**config.mk**
```make
export PLATFORM = sky130hd
export DESIGN_NAME = if_id_fetch_buffer
export DESIGN_NICKNAME = d
export VERILOG_FILES = /design/src/rtl/if_id_fetch_buffer.sv
export SDC_FILE = /design/constraint.sdc
export NUM_CORES = 1
export LEC_CHECK = 0
export BUFFER_PORTS_ARGS = -buffer_cell sky130_fd_sc_hd__buf_4
export CAP_MARGIN = 5
export CELL_PAD_IN_SITES_DETAIL_PLACEMENT = 2
export CELL_PAD_IN_SITES_GLOBAL_PLACEMENT = 2
export CORE_ASPECT_RATIO = 1.25
export CORE_MARGIN = 2
export CORE_UTILIZATION = 40
export CTS_CLUSTER_SIZE = 14
export DETAILED_ROUTE_END_ITERATION = 10
export PLACE_DENSITY_LB_ADDON = 0.1
export SYNTH_ARGS = -nofsm -noshare
export SYNTH_HDL_FRONTEND = slang
export SYNTH_SLANG_ARGS = --single-unit
```
**constraint.sdc**
```tcl
create_clock -name clk -period 6.25 [get_ports clk]
set_clock_uncertainty 0.05 [all_clocks]
set_input_delay 0.625 -clock clk [delete_from_list [all_inputs] [get_ports clk]]
set_output_delay 0.625 -clock clk [all_outputs]
set_load 0.01 [all_outputs]
```
**src/rtl/if_id_fetch_buffer.sv**
```systemverilog
// IF->ID show-ahead fetch buffer: queues {pc, inst} pairs, drops wrong-path entries on flush, requests a PC stall before overflow.
// Optional zero-latency bypass when the buffer is empty: define IFB_BYPASS_EN.
module if_id_fetch_buffer #(
    parameter int                 DEPTH    = 4,
    parameter int                 ADDR_W   = 32,
    parameter int                 INST_W   = 32,
    parameter logic [INST_W-1:0]  NOP_INST = '0
) (
    input  logic                     clk,
    input  logic                     reset,
    input  logic                     fetch_valid_i,
    input  logic [ADDR_W-1:0]        pc_i,
    input  logic [INST_W-1:0]        inst_i,
    input  logic                     flush_i,
    input  logic                     id_ready_i,
    output logic                     id_valid_o,
    output logic [ADDR_W-1:0]        id_pc_o,
    output logic [INST_W-1:0]        id_inst_o,
    output logic                     fetch_stall_o,
    output logic [$clog2(DEPTH):0]   count_o,
    output logic                     overflow_err_o
);

    localparam int PTR_W = $clog2(DEPTH);
    localparam int CNT_W = PTR_W + 1;

    logic [ADDR_W-1:0] pc_mem   [DEPTH];
    logic [INST_W-1:0] inst_mem [DEPTH];

    logic [PTR_W-1:0] head_q, head_d;
    logic [PTR_W-1:0] tail_q, tail_d;
    logic [CNT_W-1:0] count_q, count_d;
    logic             ovf_q, ovf_d;

    logic empty;
    logic full;
    logic pop_fifo;
    logic push;
    logic bypass_take;

    assign empty = (count_q == '0);
    assign full  = (count_q == CNT_W'(DEPTH));

`ifdef IFB_BYPASS_EN
    logic bypass_act;
    assign bypass_act  = empty && fetch_valid_i && !flush_i;
    // An empty-buffer fetch that ID accepts immediately is consumed without being stored.
    assign bypass_take = bypass_act && id_ready_i;
`else
    assign bypass_take = 1'b0;
`endif

    assign pop_fifo = !empty && id_ready_i && !flush_i;
    assign push     = fetch_valid_i && !flush_i && (!full || pop_fifo) && !bypass_take;

    always_comb begin
        head_d  = head_q;
        tail_d  = tail_q;
        count_d = count_q;
        ovf_d   = ovf_q;
        if (flush_i) begin
            head_d  = '0;
            tail_d  = '0;
            count_d = '0;
        end else begin
            if (pop_fifo) begin
                head_d = head_q + PTR_W'(1);
            end
            if (push) begin
                tail_d = tail_q + PTR_W'(1);
            end
            count_d = count_q + CNT_W'(push) - CNT_W'(pop_fifo);
            if (fetch_valid_i && full && !pop_fifo) begin
                ovf_d = 1'b1;
            end
        end
    end

    always_ff @(posedge clk or negedge reset) begin
        if (!reset) begin
            head_q  <= '0;
            tail_q  <= '0;
            count_q <= '0;
            ovf_q   <= 1'b0;
        end else begin
            head_q  <= head_d;
            tail_q  <= tail_d;
            count_q <= count_d;
            ovf_q   <= ovf_d;
        end
    end

    // Storage is not reset; entries are only observed while counted as valid.
    always_ff @(posedge clk) begin
        if (push) begin
            pc_mem[tail_q]   <= pc_i;
            inst_mem[tail_q] <= inst_i;
        end
    end

    always_comb begin
        id_valid_o = 1'b0;
        id_pc_o    = '0;
        id_inst_o  = NOP_INST;
        if (!reset) begin
            id_valid_o = 1'b0;
        end else if (!empty) begin
            id_valid_o = 1'b1;
            id_pc_o    = pc_mem[head_q];
            id_inst_o  = inst_mem[head_q];
        end
`ifdef IFB_BYPASS_EN
        else if (bypass_act) begin
            id_valid_o = 1'b1;
            id_pc_o    = pc_i;
            id_inst_o  = inst_i;
        end
`endif
    end

    // Raised one entry early: the PC still advances once after the request.
    assign fetch_stall_o  = (count_q >= CNT_W'(DEPTH - 1));
    assign count_o        = count_q;
    assign overflow_err_o = ovf_q;

endmodule

```
After elaboration in Yosys (flattened, before gate mapping) --
Memory sizes are Yosys's and may differ from the RTL's. Index checks and enable logic that the tools add are counted.
Word-level totals: output and inout port bits 70, register bits 8, bits in writable memories 256, input bits 69, memories 2, logic and storage cells 41
Operators by class: equal/unequal tests 1, bitwise logic cells 1, reductions and logical operators 15, add/subtract/negate cells 4, muxes and demuxes 13, $lt $le $gt $ge 1
Memories:
- inst_mem | depth 4, width 32, read ports 1, clocked after memory_dff 0, wr ports 1, line 28 | logic [INST_W-1:0] inst_mem [DEPTH];
- pc_mem | depth 4, width 32, read ports 1, clocked after memory_dff 0, wr ports 1, line 27 | logic [ADDR_W-1:0] pc_mem [DEPTH];
Operator list (number):
- $mux W32 | 4
- $mux W2 | 4
- $logic_and A1 B1 Y1 | 6
- $add A2 B1 Y2 const B | 2
- $logic_not A1 Y1 | 4
- $mux W1 | 4
- $reduce_bool A2 Y1 | 2
- $add A3 B1 Y3 | 1
- $eq A3 B3 Y1 const B | 1
- $ge A3 B2 Y1 const B | 1
- $logic_not A3 Y1 | 1
- $mux W3 | 1
- $sub A3 B1 Y3 | 1
- $reduce_and A2 Y1 | 1
- $logic_or A1 B1 Y1 | 1
- $not A1 Y1 | 1

Depth between registers and ports, before layout --
Gate-level depths: netlist of run 1.
depth in word-level cells 9, gate-level depth with buffers 10, mapped depth without buffers 10

Least setup slack after synthesis of run 1 --
OpenSTA, ideal clock, no wires.
path type input-to-reg, from in flush_i, to mem inst_mem[0][0] (enable), slack 3.001 ns, arrival 2.770 ns, buffers on the path 1, library setup time 0.429 ns, required time 5.771 ns, stages on the path 3, path through clkbuf_1 nor3_1 and2_1
On the way: cells in the longest elaborated chain, start to end 6, elaborated cells between the ends (all ways) 7
RTL lines:
- start: declaration | line 14 | input logic flush_i,
- $logic_not A1 Y1 * | line 53, 54
- $logic_and A1 B1 Y1 | line 53 | assign pop_fifo = !empty && id_ready_i && !flush_i;
- $logic_or A1 B1 Y1 | line 54 | assign push = fetch_valid_i && !flush_i && (!full || pop_fifo) && !bypass_take;
- $logic_and A1 B1 Y1 * | line 54
- $mux W1 * | line 95 | if (push) begin
- $mux W1 (not written as such) * | line 97 | inst_mem[tail_q] <= inst_i;
- end: declaration | line 28
Every way passes the cells marked *; elsewhere a longest branch is shown, timed or not.

Worst setup path after layout of run 1 --
from reg count_q[1], in the netlist count_o[1], to out id_pc_o[10]
On the way: cells in the longest elaborated chain, start to end 3
RTL lines:
- start: declaration | line 32 | logic [CNT_W-1:0] count_q, count_d;
- start signal: assignment | line 88 | count_q <= count_d;
- $logic_not A3 Y1 | line 41 | assign empty = (count_q == '0);
- $mux W32 | line 107 | end else if (!empty) begin
- $mux W32 | line 105 | if (!reset) begin
- end: declaration | line 17 | output logic [ADDR_W-1:0] id_pc_o,
No other way between the ends.

==> results.sh, run 1 <==
export IMPL_synth_seq_area_share_pct=77.4
export IMPL_via_per_inst=5.06
export IMPL_via_count=4865
export IMPL_htreeDepth=1
export IMPL_clockBufferDepth=3
export IMPL_final_setup_tns_ns=0
export IMPL_yosys_warnings=0
export IMPL_synth_simple_area_share_pct=4.82
export IMPL_synth_seq_cells=264
export IMPL_antenna_found_initial=1
export IMPL_grt_max_degree=66
export IMPL_fin_crit_sh_pct=60.6
export IMPL_hp_class="in -> reg"
export IMPL_relSlewSlack_pct=22.7
export IMPL_grt_pass1_wl_um=34300
export IMPL_reg2reg_depth=10
export IMPL_rsz0062_at_grt="false"
export IMPL_core_mm2=0.0251
export IMPL_synth_top_family_by_area="multiplexers"
export IMPL_final_nets=682
export IMPL_synth_compound_area_share_pct=0.467
export IMPL_gp_congestion=0.698
export IMPL_avgSynthCellArea_um2=22.3
export IMPL_hold_path_depth=1
export IMPL_fin_crit_ns=3.78
export IMPL_pre_cts_ws_ns=2.91
export IMPL_worstPathMaxFanout=44
export IMPL_worst_pin_slew_ns=1.16
export IMPL_port_buffers=138
export IMPL_status="completed"
export IMPL_first_pass_iters=4
export IMPL_die_h_um=182
export IMPL_wl_per_cell_um=22.9
export IMPL_criticalPathCategory="reg -> out"
export IMPL_yosys_area_share_adder_pct=1.06
export IMPL_initial_utilization_pct=40.5
export IMPL_clock_sinks=264
export IMPL_cts_tree="yes"
export IMPL_muxShareOfSynthArea_pct=14.3
export IMPL_track_usage_pct=16.8
export IMPL_worstSkewPairLatency_ns=0.52
export IMPL_cp_end_kind="primary output"
export IMPL_hold_viol=0
export IMPL_crit_arrival_ns=3.11
export IMPL_worst_slack_ns=2.47
export IMPL_setup_violations=0
export IMPL_crit_required_ns=5.57
export IMPL_syn_inst=457
export IMPL_fp_dieW_um=147
export IMPL_layout_commonest_cell="edfxtp_1"
export IMPL_drv_slew=0
export IMPL_grt_pass1_vias=5732
export IMPL_synth_cell_type_count=25
export IMPL_ctsRootBufferMaster="clkbuf_16"
export IMPL_ir_drop_v=0.000199
export IMPL_ioPinCount=139
export IMPL_wl_um=22000
export IMPL_hpwlAfterDp_um=12700
export IMPL_netlist_area_mm2=0.0102
export IMPL_synth_xor_area_share_pct=0.258
export IMPL_post_route_cells_drive_above_1_share_pct=39.5
export IMPL_grt_overflow=0
export IMPL_final_cell_mix="edfxtp_1 (256), buf_4 (140), mux4_2 (64)"
export IMPL_cts_made_buffers=27
export IMPL_power_leakage_nw=4.20
export IMPL_drc_errors=0
export IMPL_p_per_area_mw_per_mm2=368
export IMPL_critPathLaunchType="register"
export IMPL_rows=65
export IMPL_ant_nets=0
export IMPL_die_area_mm2=0.0268
export IMPL_syn_nets=534
export IMPL_maxCapViolCount=0
export IMPL_cts_setup_buffers=0
export IMPL_clock_fmax_mhz=264
export IMPL_clkSlewWorstSetupHoldPaths_ns=0.06
export IMPL_area_delta_synth_final_pct=22.0
export IMPL_drtIter0Drc=218
==> worst max-delay path, stage by stage, from the launching register on <==
cell and delay, ns:
dfrtp_1 0.51, o31ai_4 1.02, buf_4 0.63, and2b_1 0.26
buf_4 0.14
==> metal layers <==
metal / GRT usage, % / vias up / wire length, µm
met5: 0 / - / 0
met4: 4.23 / 0 / 312
met3: 3.10 / 31 / 995
met2: 30.3 / 109 / 11800
li1: - / 2140 / -
met1: 21.0 / 2585 / 8970
==> power by group <==
part	internal [mW]	leakage, nW	switching (mW)
sequential	2.03	2.43	0.111
combinational	0.470	1.36	0.365
clock	0.952	0.420	0.641
total	3.45	4.20	1.12
==> per-stage QoR <==
stage	cells	util (%)	total power, mW	cell area [µm²]	hold slack, ns
2_1_floorplan	457	-	2.69	10200	0.279
4_1_cts	960	49.4	4.65	12400	0.220
3_5_place_dp	910	45.9	3.05	11500	0.411
5_1_grt	961	49.4	4.78	12400	0.223
3_3_place_gp	910	45.9	3.01	11500	0.411
6_report	961	49.4	4.57	12400	0.247
==> state kept, by name, summed over array words and instances (netlist names) <==
name            count
count_o             3
head_q              2
overflow_err_o      1
pc_mem            128
tail_q              2
inst_mem          128
==> cell families after synthesis <==
logic type,count (synthesis)
AO/OA/AOI/OAI,7
flip-flops,264
AND/OR/NAND/NOR,79
XOR/XNOR,3
multiplexers,65
adder cells (fa/ha/maj),8
buffers and inverters,31
==> cells in the mapped netlist <==
| library cell | count | area, µm² |
|---|---|---|
| edfxtp_1 | 256 | 7690 |
| mux4_2 | 64 | 1440 |
| nor2b_1 | 60 | 375 |
| inv_1 | 9 | 33.8 |
| dfrtp_1 | 8 | 200 |
| buf_2 | 7 | 35.0 |
| clkbuf_1 | 7 | 26.3 |
| ha_1 | 7 | 87.6 |
| nor2_1 | 6 | 22.5 |
| and2b_1 | 5 | 37.5 |
| buf_6 | 5 | 56.3 |
| and2_1 | 4 | 25.0 |
| buf_4 | 3 | 22.5 |
| xor2_1 | 3 | 26.3 |
| o21ai_0 | 2 | 10.0 |
| o31ai_1 | 2 | 15.0 |
| a21oi_1 | 1 | 5.00 |
| a31o_2 | 1 | 8.76 |
| fa_1 | 1 | 20.0 |
| mux2_2 | 1 | 11.3 |
| nand2_1 | 1 | 3.75 |
| nor3_1 | 1 | 5.00 |
| nor4b_2 | 1 | 15.0 |
| o311ai_0 | 1 | 8.76 |
| or3_1 | 1 | 6.26 |
==> area by class of cell <==
class / instances / area [µm²]
Timing Repair Buffer: 141 / 1060
Clock inverter: 16 / 168
Sequential cell: 264 / 7900
Tap cell: 335 / 419
Clock buffer: 33 / 698
Multi-Input combinational cell: 162 / 2150
Fill cell: 2224 / 12700
Inverter: 9 / 33.8
Antenna cell: 1 / 2.50
==> timing repair <==
item	CTS	global route
hold buffers	1	0
resized for setup	0	0
endpoints found under the hold margin	8	0
==> path summary, 6_finish.rpt <==
check / start / to / slack, ns
worst max-delay path: count_o[1] / id_pc_o[10] / 2.47
worst min-delay path: inst_i[14] / inst_mem[1][14] / 0.25
worst max register to register: count_o[1] / count_o[2] / 3.55
worst min register to register: overflow_err_o / overflow_err_o / 0.43
max in group asynchronous: reset / head_q[1] / 5.57
min in group asynchronous: reset / count_o[2] / 0.42
No activity file was read; power rests on OpenSTA's default activity.
==> inputs of run 2 (changes only) <==
--- a/config.mk
+++ b/config.mk
@@ -5,13 +5,14 @@
 export SDC_FILE = /design/constraint.sdc
 export NUM_CORES = 1
 export LEC_CHECK = 0
+export ABC_AREA = 1
 export BUFFER_PORTS_ARGS = -buffer_cell sky130_fd_sc_hd__buf_4
 export CAP_MARGIN = 5
 export CELL_PAD_IN_SITES_DETAIL_PLACEMENT = 2
 export CELL_PAD_IN_SITES_GLOBAL_PLACEMENT = 2
 export CORE_ASPECT_RATIO = 1.25
 export CORE_MARGIN = 2
-export CORE_UTILIZATION = 40
+export CORE_UTILIZATION = 39
 export CTS_CLUSTER_SIZE = 14
 export DETAILED_ROUTE_END_ITERATION = 10
 export PLACE_DENSITY_LB_ADDON = 0.1
==> constraint.sdc (replaced) <==
create_clock -name clk -period 3.9 [get_ports clk]
set_clock_uncertainty 0.05 [all_clocks]
set_input_delay 0.39 -clock clk [delete_from_list [all_inputs] [get_ports clk]]
set_output_delay 0.39 -clock clk [all_outputs]
set_load 0.01 [all_outputs]
==> run 2 against run 1 <==
Combinational power grew 110%; die area grew 4.9%; clock-buffer cell count grew 4; final area grew 5.2%; synthesized cell count grew 79%.
==> results.sh, run 2 <==
export IMPL_status="completed"
export IMPL_n_antenna_cell=0
export IMPL_cp_cell_sequence="nor2_1 -> nand2_1 -> nand2_2 -> buf_4 -> a21oi_1 -> buf_4"
export IMPL_grt_overflow=0
export IMPL_via_count=7002
export IMPL_ioPinCount=139
export IMPL_via_per_inst=5.19
export IMPL_syn_inst=816
export IMPL_rsz0062_at_grt="false"
export IMPL_cts_made_buffers=28
export IMPL_cts_setup_buffers=0
export IMPL_async_reset_ff_share_pct=3.03
export IMPL_max_stage_delay_ns=0.73
export IMPL_fin_crit_ns=3.14
export IMPL_antenna_found_initial=0
export IMPL_synth_cell_type_count=21
export IMPL_htreeDepth=1
export IMPL_final_setup_tns_ns=0
export IMPL_hold_path_depth=1
export IMPL_synthMostInstantiatedCell="nor2_1"
export IMPL_netlist_area_mm2=0.0104
export IMPL_path_depth=6
export IMPL_critical_path_top_delay_family="simple AND/OR/NAND/NOR gates"
export IMPL_criticalPathCategory="reg -> out"
export IMPL_p_per_area_mw_per_mm2=594
export IMPL_drtIter0Drc=335
export IMPL_fillCellCount=2553
export IMPL_ys_flop_type="edfxtp_1"
export IMPL_ys_top_cells_by_count="nor2_1 (266), edfxtp_1 (256), o21ai_0 (131)"
export IMPL_setup_violations=0
export IMPL_synth_edf_count=256
export IMPL_gp_congestion=0.736
export IMPL_grt_pass1_vias=8017
export IMPL_crit_required_ns=3.46
export IMPL_rows=66
export IMPL_area_delta_synth_final_pct=25.4
export IMPL_clock_fmax_mhz=319
export IMPL_clkSlewWorstSetupHoldPaths_ns=0.06
export IMPL_pre_cts_ws_ns=1.15
export IMPL_fp_dieW_um=150
export IMPL_clock_sinks=264
export IMPL_dpl_cell_area_mm2=0.0118
export IMPL_wl_per_cell_um=22.2
export IMPL_worst_hold_slack_ns=0.0161
export IMPL_synth_seq_area_share_pct=75.6
export IMPL_yosys_area_top_type="edfxtp_1"
export IMPL_syn_nets=893
export IMPL_cp_end_kind="primary output"
export IMPL_wl_um=29900
export IMPL_layout_commonest_cell="nor2_1"
export IMPL_avgSynthCellArea_um2=12.8
export IMPL_final_cell_mix="nor2_1 (262), edfxtp_1 (256), buf_4 (147)"
export IMPL_die_h_um=187
export IMPL_fin_crit_sh_pct=80.4
export IMPL_critPathLaunchType="register"
export IMPL_hpwlAfterDp_um=17600
export IMPL_maxCapViolCount=0
export IMPL_core_mm2=0.0262
export IMPL_power_leakage_nw=4.75
export IMPL_path_buf_inv=2
export IMPL_drc_errors=0
export IMPL_cts_tree="yes"
export IMPL_crit_arrival_ns=2.70
export IMPL_yosys_warnings=0
export IMPL_reg2reg_depth=10
export IMPL_hp_class="in -> reg"
export IMPL_ys_top_cells_by_area="edfxtp_1 (74%), nor2_1 (9.6%), o21ai_0 (6.3%), a21oi_1 (3.1%), dfrtp_1 (1.9%)"
export IMPL_die_area_mm2=0.0281
export IMPL_post_cts_resized=0
export IMPL_ant_nets=0
export IMPL_worstPathMaxFanout=39
export IMPL_hold_viol=0
export IMPL_final_area_mm2=0.0131
export IMPL_worstSkewPairLatency_ns=0.54
export IMPL_worst_slack_ns=0.763
export IMPL_relSlewSlack_pct=32.8
export IMPL_final_nets=1063
export IMPL_initial_utilization_pct=39.8
export IMPL_grt_max_degree=71
export IMPL_worst_pin_slew_ns=1.01
export IMPL_synth_top_area_share_pct=73.7
export IMPL_port_buffers=138
export IMPL_track_usage_pct=21.5
export IMPL_post_route_cells_drive_above_1_share_pct=20.1
export IMPL_ir_drop_v=0.000374
export IMPL_grt_pass1_wl_um=46500
export IMPL_clockBufferDepth=3
export IMPL_drv_slew=0
export IMPL_crit_top_cell="buf_4"
export IMPL_slowest_stage="nand2_2"
export IMPL_ctsRootBufferMaster="clkbuf_16"
export IMPL_synth_seq_cells=264
export IMPL_first_pass_iters=4
## run 2: cell count changes in the layout (fill, tap and decap cells not counted), sizes merged, moves of 5 or more
cell,previous run,this run
a21oi,1,65
and2b,5,0
buf,140,151
dlygate4sd3,1,38
inv,9,16
mux4,64,0
nand2,1,9
nor2,6,266
nor2b,60,0
o21ai,2,131
## run 2: final timing paths
kind                       slack [ns]      startpoint             end
setup / recovery                 0.76      count_o[1]    id_inst_o[4]
hold / removal                   0.02        pc_i[16]   pc_mem[0][16]
setup reg to reg                 1.27      count_o[1]      count_o[2]
hold reg to reg                  0.48  overflow_err_o  overflow_err_o
max in group asynchronous        3.46           reset       head_q[0]
min in group asynchronous        0.17           reset      count_o[0]
## run 2: stage by stage
step,power (mW),cells,util [%]
after floorplan,4.39,816,-
after global placement,5.01,1258,44.9
after detailed placement,5.13,1258,44.9
after CTS,7.87,1347,49.9
after global routing,8.14,1348,49.9
final,7.76,1348,49.9
## run 2: per-layer routing
layer	routed length, µm	GRT usage, %	vias up
met5	0	0	-
met2	16100	39.6	147
met1	12200	26.4	3589
met4	703	5.88	0
met3	951	2.66	51
li1	-	-	3215
## run 2: repair_timing
action | CTS | global route
setup endpoints to repair | 0 | 0
hold buffers | 37 | 1
hold endpoints to repair | 139 | 3
## run 2: layout make-up
class                      count  area (µm²)  area share, %
timing repair buffer         189        1560           12.0
clock buffer                  37         776           5.93
clock inverter                15         153           1.17
multi-input combinational    487        2200           16.8
sequential                   264        7890           60.4
inverter                      16        61.3          0.469
tap                          340         425           3.25
## run 2: logic make-up after synthesis
logic type | count (synthesis) | share of synthesized area [%]
adder cells (fa/ha/maj) | 8 | 1.03
buffers and inverters | 65 | 3.55
flip-flops | 264 | 75.6
AO/OA/AOI/OAI | 198 | 9.55
AND/OR/NAND/NOR | 280 | 10.1
XOR/XNOR | 1 | 0.0840
## run 2: where the power goes
group,switching (mW),internal (mW)
clock,1.08,1.60
sequential,0.0592,3.29
combinational,1.13,0.601
total,2.28,5.49
